$ cat config.mk
export PLATFORM = sky130hd
export DESIGN_NAME = spi_master_param
export DESIGN_NICKNAME = d
export VERILOG_FILES = /design/src/rtl/spi_master_param_pkg.sv /design/src/rtl/spi_master_param_clkgen.sv /design/src/rtl/spi_master_param.sv
export SDC_FILE = /design/constraint.sdc
export NUM_CORES = 1
export LEC_CHECK = 0
export BUFFER_PORTS_ARGS = -buffer_cell sky130_fd_sc_hd__buf_2
export CORE_MARGIN = 2
export CORE_UTILIZATION = 56
export DETAILED_ROUTE_END_ITERATION = 10
export HOLD_SLACK_MARGIN = 0.02
export PLACE_DENSITY_LB_ADDON = 0.15
export SLEW_MARGIN = 20
export SYNTH_ARGS = -nofsm -noshare
export SYNTH_HDL_FRONTEND = slang
export SYNTH_SLANG_ARGS = --single-unit
export TNS_END_PERCENT = 1
$ cat constraint.sdc
create_clock -name clkin -period 4.5 [get_ports clkin]
set_input_delay 1.125 -clock clkin [delete_from_list [all_inputs] [get_ports clkin]]
set_output_delay 1.125 -clock clkin [all_outputs]
set_load 0.02 [all_outputs]
$ cat src/rtl/spi_master_param_pkg.sv
// Shared definitions for the SPI engine family (master now, slave later).
// Holds the FSM state encoding, the SPI mode encoding and the helper that
// sizes the chip-select index port.
package spi_master_param_pkg;

  typedef enum logic [1:0] {
    StIdle   = 2'd0,
    StSetup  = 2'd1,
    StShift  = 2'd2,
    StCshold = 2'd3
  } spi_state_e;

  // {cpol, cpha}
  typedef enum logic [1:0] {
    Mode0 = 2'b00,
    Mode1 = 2'b01,
    Mode2 = 2'b10,
    Mode3 = 2'b11
  } spi_mode_e;

  // Width of a chip-select index; never narrower than one bit.
  function automatic int unsigned sel_width(int unsigned n);
    return (n > 1) ? $clog2(n) : 1;
  endfunction

endpackage

$ cat src/rtl/spi_master_param_clkgen.sv
// Half-period tick generator for the SPI master.
//   clkin   : system clock
//   rst     : asynchronous reset, active-low
//   restart : forces the count back to zero (state entry)
//   div     : terminal count; one tick every div+1 cycles
//   tick    : high in the last cycle of each half-period
module spi_master_param_clkgen #(
  parameter int unsigned DIVW = 8
) (
  input  logic            clkin,
  input  logic            rst,
  input  logic            restart,
  input  logic [DIVW-1:0] div,
  output logic            tick
);

  logic [DIVW-1:0] cnt_q;

  // Equality compare: the counter never runs past div, so it never wraps.
  assign tick = (cnt_q == div);

  always_ff @(posedge clkin or negedge rst) begin
    if (!rst) begin
      cnt_q <= '0;
    end else if (restart || tick) begin
      cnt_q <= '0;
    end else begin
      cnt_q <= cnt_q + 1'b1;
    end
  end

endmodule

$ cat src/rtl/spi_master_param.sv
// Parametrised SPI master with go/busy/done handshake.
//   clkin, rst          : clock, asynchronous active-low reset
//   go / busy / done    : start a word / transfer running / one-cycle completion pulse
//   cpol, cpha          : SPI mode, latched at go
//   cspol, autocs       : CS polarity; engine-driven CS or manual via cs_force
//   cs_force, cs_sel    : manual CS level, target chip select
//   hold                : keep CS asserted after this word (burst)
//   lsbfirst            : shift order, latched at go
//   div                 : SCLK half-period = div+1 clkin cycles, latched at go
//   data_i / data_o     : word to send / word received
//   miso, mosi, sclk, cs: serial pins
module spi_master_param
  import spi_master_param_pkg::*;
#(
  parameter int unsigned DW   = 8,
  parameter int unsigned DIVW = 8,
  parameter int unsigned NCS  = 1
) (
  input  logic                      clkin,
  input  logic                      rst,
  input  logic                      go,
  output logic                      busy,
  output logic                      done,
  input  logic                      cpol,
  input  logic                      cpha,
  input  logic                      cspol,
  input  logic                      autocs,
  input  logic                      cs_force,
  input  logic                      hold,
  input  logic                      lsbfirst,
  input  logic [DIVW-1:0]           div,
  input  logic [sel_width(NCS)-1:0] cs_sel,
  input  logic [DW-1:0]             data_i,
  output logic [DW-1:0]             data_o,
  input  logic                      miso,
  output logic                      mosi,
  output logic                      sclk,
  output logic [NCS-1:0]            cs
);

  localparam int unsigned   EcW      = $clog2(2 * DW) + 1;
  localparam logic [EcW-1:0] LastEdge = EcW'(2 * DW - 1);

  spi_state_e      state_q, state_d;
  logic [DW-1:0]   tx_q, tx_d, rx_q, rx_d, data_o_q, data_o_d;
  logic [EcW-1:0]  edge_q, edge_d;
  logic [DIVW-1:0] div_q, div_d;
  logic            cpha_q, cpha_d, lsb_q, lsb_d, hold_q, hold_d;
  logic            mosi_q, mosi_d, sclk_q, sclk_d, done_q, done_d;
  logic [NCS-1:0]  cs_act_q, cs_act_d, cs_act, sel_onehot;
  logic [DW-1:0]   tx_next;
  logic            tick, restart, do_sample, do_shift;

  spi_master_param_clkgen #(
    .DIVW(DIVW)
  ) u_clkgen (
    .clkin  (clkin),
    .rst    (rst),
    .restart(restart),
    .div    (div_q),
    .tick   (tick)
  );

  // Divider restarts on every state change so each state starts a fresh half-period.
  assign restart = (state_d != state_q);

  assign sel_onehot = NCS'(1) << cs_sel;
  assign cs_act     = autocs ? cs_act_q : (sel_onehot & {NCS{cs_force}});
  assign cs         = ~(cs_act ^ {NCS{cspol}});

  // Even edge index = leading edge. cpha=0 samples leading, cpha=1 samples trailing.
  // With cpha=1 the first leading edge re-drives the bit already on mosi, so no shift.
  assign do_sample = ~edge_q[0] ^ cpha_q;
  assign do_shift  = ~do_sample && (edge_q != '0);
  assign tx_next   = lsb_q ? (tx_q >> 1) : (tx_q << 1);

  assign busy   = (state_q != StIdle);
  assign done   = done_q;
  assign data_o = data_o_q;
  assign mosi   = mosi_q;
  assign sclk   = sclk_q;

  always_comb begin
    state_d  = state_q;
    tx_d     = tx_q;
    rx_d     = rx_q;
    data_o_d = data_o_q;
    edge_d   = edge_q;
    div_d    = div_q;
    cpha_d   = cpha_q;
    lsb_d    = lsb_q;
    hold_d   = hold_q;
    mosi_d   = mosi_q;
    sclk_d   = sclk_q;
    cs_act_d = cs_act_q;
    done_d   = 1'b0;
    case (state_q)
      StIdle: begin
        sclk_d = cpol;
        if (go) begin
          state_d = StSetup;
          cpha_d  = cpha;
          lsb_d   = lsbfirst;
          div_d   = div;
          hold_d  = hold;
          tx_d    = data_i;
          rx_d    = '0;
          edge_d  = '0;
          mosi_d  = lsbfirst ? data_i[0] : data_i[DW-1];
          // Selecting a new target drops any CS held from a previous burst.
          if (autocs) cs_act_d = sel_onehot;
        end
      end
      StSetup: begin
        if (tick) state_d = StShift;
      end
      StShift: begin
        if (tick) begin
          sclk_d = ~sclk_q;
          edge_d = edge_q + 1'b1;
          if (do_sample) rx_d = lsb_q ? {miso, rx_q[DW-1:1]} : {rx_q[DW-2:0], miso};
          if (do_shift) begin
            tx_d   = tx_next;
            mosi_d = lsb_q ? tx_next[0] : tx_next[DW-1];
          end
          if (edge_q == LastEdge) state_d = StCshold;
        end
      end
      StCshold: begin
        if (tick) begin
          state_d  = StIdle;
          done_d   = 1'b1;
          data_o_d = rx_q;
          if (!hold_q) cs_act_d = '0;
        end
      end
      default: state_d = StIdle;
    endcase
  end

  always_ff @(posedge clkin or negedge rst) begin
    if (!rst) begin
      state_q  <= StIdle;
      tx_q     <= '0;
      rx_q     <= '0;
      data_o_q <= '0;
      edge_q   <= '0;
      div_q    <= '0;
      cpha_q   <= 1'b0;
      lsb_q    <= 1'b0;
      hold_q   <= 1'b0;
      mosi_q   <= 1'b0;
      sclk_q   <= 1'b0;
      cs_act_q <= '0;
      done_q   <= 1'b0;
    end else begin
      state_q  <= state_d;
      tx_q     <= tx_d;
      rx_q     <= rx_d;
      data_o_q <= data_o_d;
      edge_q   <= edge_d;
      div_q    <= div_d;
      cpha_q   <= cpha_d;
      lsb_q    <= lsb_d;
      hold_q   <= hold_d;
      mosi_q   <= mosi_d;
      sclk_q   <= sclk_d;
      cs_act_q <= cs_act_d;
      done_q   <= done_d;
    end
  end

endmodule

Word level (Yosys, flattened, before mapping) --
Index checks and enable logic that the tools add are counted.
Word-level totals: output and inout bits 13, bits in registers 54
Cells by class: mux-type cells 36, equal/unequal tests 13, add/sub/neg operators 2, shift operators 1, reductions and logical operators 14, bitwise operators 7
Operators by type and width (number):
- $mux W8 | 9
- $pmux W8 S2 | 2
- $mux W1 | 13
- $mux W2 | 5
- $mux W5 | 2
- $ne A2 B2 Y1 const B | 5
- $pmux W5 S2 | 1
- $add A8 B1 Y8 const B | 1
- $eq A8 B8 Y1 | 1
- $pmux W2 S4 | 1
- $reduce_and A4 Y1 | 2
- $pmux W1 S2 | 3
- $reduce_and A2 Y1 | 3
- $reduce_bool A2 Y1 | 3
- $add A5 B1 Y5 const B | 1
- $eq A5 B4 Y1 const B | 1
- $reduce_and A5 Y1 | 1
- $reduce_bool A5 Y1 | 1
- $eq A2 B2 Y1 const B | 2
- $ne A2 B1 Y1 const B | 2
- $not A1 Y1 | 4
- $reduce_and A3 Y1 | 1
- $eq A2 B1 Y1 const B | 1
- $logic_not A2 Y1 | 1
- other kinds (6) | 7

Logic depth before layout (Yosys ltp) --
word-level depth 7, gate-level depth with buffers 7, depth with buffers taken out 6

By module --
Synthesis repeated with hierarchy kept, for this count alone.
Unflattened totals: cells, all modules 230, area total of the unflattened synthesis 2738.9 µm²
By module, submodules not included:
- spi_master_param | area an instance 2217.1 µm², cells each 184, instances 1
- spi_master_param_clkgen | area an instance 521.8 µm², cells each 46, instances 1

Least setup slack after synthesis --
Ideal clock, no wire load.
path type input to output, from input port cs_force, to output port cs, cell stages on the path 3, arrival 1.753 ns, setup slack 1.622 ns, cell sequence nor3b_1 > a21oi_1 > xor2_1
On the way: cells in the longest elaborated chain, start to end 4
RTL lines:
- start: declaration | line spi_master_param.sv:28 | input logic cs_force,
- $and A1 B1 Y1 | line spi_master_param.sv:68 | assign cs_act = autocs ? cs_act_q : (sel_onehot & {NCS{cs_force}});
- $mux W1 | line spi_master_param.sv:68
- $xor A1 B1 Y1 | line spi_master_param.sv:69 | assign cs = ~(cs_act ^ {NCS{cspol}});
- $not A1 Y1 | line spi_master_param.sv:69
- end: declaration | line spi_master_param.sv:38 | output logic [NCS-1:0] cs
No other way between the ends.

Final worst setup path --
Ends and elaborated chain as after synthesis.

==> impl_metrics.ini <==
[setup_path]
cp.required_ns = 3.38
slowest_delay_ns = 0.18
path_buf_inv = 2
path_class = in -> out
path_cells = buf_2 > nor3b_1 > a21oi_1 > xor2_1 > buf_2
cp_max_fo = 1
cp-start-kind = input pin
crit_family = buffers and inverters
crit_top_cell = buf_2
cpMaxStageDelayCell = buf_2
cp.arrival_ns = 1.80
worst_setup_path_end_kind = output pin

[sta]
hold_viol_final = 0
fin_ws_ns = 1.57
slew_viol_final = 0
fin_skew_ns = 0.0175
finalSetupTns_ns = 0
slew_headroom = 0.404
tightest_slew_ns = 0.892
min_period_ns = 2.93
grt_setup_unrepaired = no
setup_viol = 0
max_freq_mhz = 342
finalCritPeriodShare = 0.651
whs_ns = 0.504

[die]
io_pins = 41
die_h_um = 74.0
dieArea_um2 = 5470
die_x_um = 74.0
initial_core_util = 0.581
rows = 25
core_area_um2 = 4720

[clocking]
clock-sinks = 54
cts_max_level = 2
cts_setup_buffers = 0
clock_latency_ns = 0.32
numCtsBuffers = 5
ctsResizeCount = 0
cts_max_path_buffers = 2
path_clk_slew_ns = 0.11
cts_root_buffer = clkbuf_8
hold_buffers = 0
cts_tree = yes

[flow_run]
maxCapViolCount = 0

[power]
leakage_nw = 1.48
power_switching_mw = 0.670
sw_frac_of_total = 0.407
ir_drop_v = 0.000345
power_frac_seq = 0.482
p_clk_frac = 0.174
power.density_nw_per_um2 = 533
p_int_mw = 0.974
combPwrFrac = 0.344

[cells_and_area]
multi_input_area_um2 = 1320
syn2layout_area_growth_pct = 12.4
antenna_cells = 0
fin_area_um2 = 3080
drive_above_1_share = 0.206
seqCellArea_um2 = 1350
nets = 337
fillCellCount = 413

[drt]
drtIter0Drc = 124
finalWirelength_um = 5230
dr_total_vias = 2084
vias_per_cell = 5.59
wl_per_cell_um = 14.0
drc = 0
dr.pass1.iters = 4
ant_nets = 0

[synthesis]
synth_area_leaders = dfrtp_1, mux2i_1, nand2_1
yosys_warnings = 0
ys_async_sr_fraction = 1.00
yosysTopAreaCellShare = 0.493
syn-num-nets = 304
ys_types = 35
netlist_instances = 272
synth_edf_count = 0
yosysMostFrequentCell = nand2_1
ys.flop_type = dfrtp_1
postSynthAreaPerCell_um2 = 10.1
ys_ff_latch = 54
yosysSeqAreaShare = 0.493
synth_area_um2 = 2740
synth_commonest_cells = nand2_1, dfrtp_1, mux2i_1
synth_largest_area_cell = dfrtp_1

[place]
dpl.hpwl_um = 3690
dp_slack_ns = 1.54
gp_congestion = 0.832
numPortBuffers = 40
placed_cell_area_um2 = 2980

[global_route]
grt_pass1_wl_um = 8870
grt.overflow.total = 0
grt_start_max_net_pins = 36
antenna_found_initial = 0
track_usage = 0.209
grt_pass1_vias = 1924

[min_path]
hold_class = reg -> reg

[outcome]
run_status = completed
registers in the layout, summed over array words and instances, names as in the netlist:
signal / cells
div_q: 8
cs_act_q: 1
edge_q: 5
done: 1
u_clkgen.cnt_q: 8
state_q: 2
data_o: 8
rx_q: 8
mosi: 1
lsb_q: 1
hold_q: 1
cpha_q: 1
sclk: 1
tx_q: 8
power groups by stage:
stage	clock network [mW]	registers, mW	logic (mW)
floorplan	0	0.728	0.486
finish	0.286	0.793	0.565
detailed placement	0	0.802	0.566
CTS	0.295	0.792	0.568
global placement	0	0.800	0.556
global route	0.316	0.816	0.645
worst reg2reg max path, cell delays in order (launching register included):
cell and delay, ns:
dfrtp_1 0.45, xor2_1 0.17, nor4_1 0.70, and4_1 0.64, mux2i_1 0.24
layout make-up:
cell class / count / share of cell area
sequential: 54 / 0.438
multi-input combinational: 197 / 0.428
timing repair buffer: 42 / 0.0698
tap: 67 / 0.0272
clock buffer: 5 / 0.0223
clock inverter: 3 / 0.00852
inverter: 5 / 0.00609
through the flow:
| step | utilization | instances | total power, mW |
|---|---|---|---|
| final | 0.653 | 373 | 1.64 |
| after global routing | 0.653 | 373 | 1.78 |
| after CTS | 0.652 | 373 | 1.66 |
| after detailed placement | 0.632 | 365 | 1.37 |
| after global placement | 0.632 | 365 | 1.36 |
| after floorplan | - | 272 | 1.21 |
placed cells by master (no fill, tap or decap), drive strengths merged, types with 2 or more instances in the layout:
cell type	instances
nand2	65
dfrtp	54
buf	42
mux2i	27
xor2	15
nor3	10
mux2	9
nand3	8
o2111ai	8
o22ai	7
inv	7
clkbuf	5
and3	4
nor2	4
nand2b	4
nand4	4
ha	4
nor3b	4
or4	3
o21ai	3
o211ai	2
xnor2	2
a21oi	2
and4	2
o32a	2
per-layer routing:
layer	vias up	GRT usage	routed length, um
met4	0	0.0606	63
met2	58	0.336	2330
met3	7	0.0420	289
met1	995	0.290	2550
li1	1024	-	-
met5	-	0	0
path summary, 6_finish.rpt:
check	from	to	slack, ns	cells past startpoint
min in group asynchronous	rst	tx_q[6]$_DFFE_PN0P_	0.76	1
min reg2reg	hold_q$_DFFE_PN0P_	hold_q$_DFFE_PN0P_	0.50	2
min	hold_q$_DFFE_PN0P_	hold_q$_DFFE_PN0P_	0.50	2
max	cs_force	cs	1.57	5
max in group asynchronous	rst	u_clkgen.cnt_q[1]$_DFF_PN0_	2.95	2
max reg2reg	u_clkgen.cnt_q[5]$_DFF_PN0_	rx_q[0]$_DFFE_PN0P_	2.22	4
kinds of logic (layout without fill, tap and decap cells):
logic type	Yosys count	count (layout)	share of synthesized area
fa+ha+maj	4	4	0.0182
xor+xnor	17	17	0.0543
simple gates	113	113	0.198
flops	54	54	0.493
compound gates	27	27	0.0716
mux	36	36	0.135
buf+inv	21	55	0.0301
(Power assumes the default switching activity.)
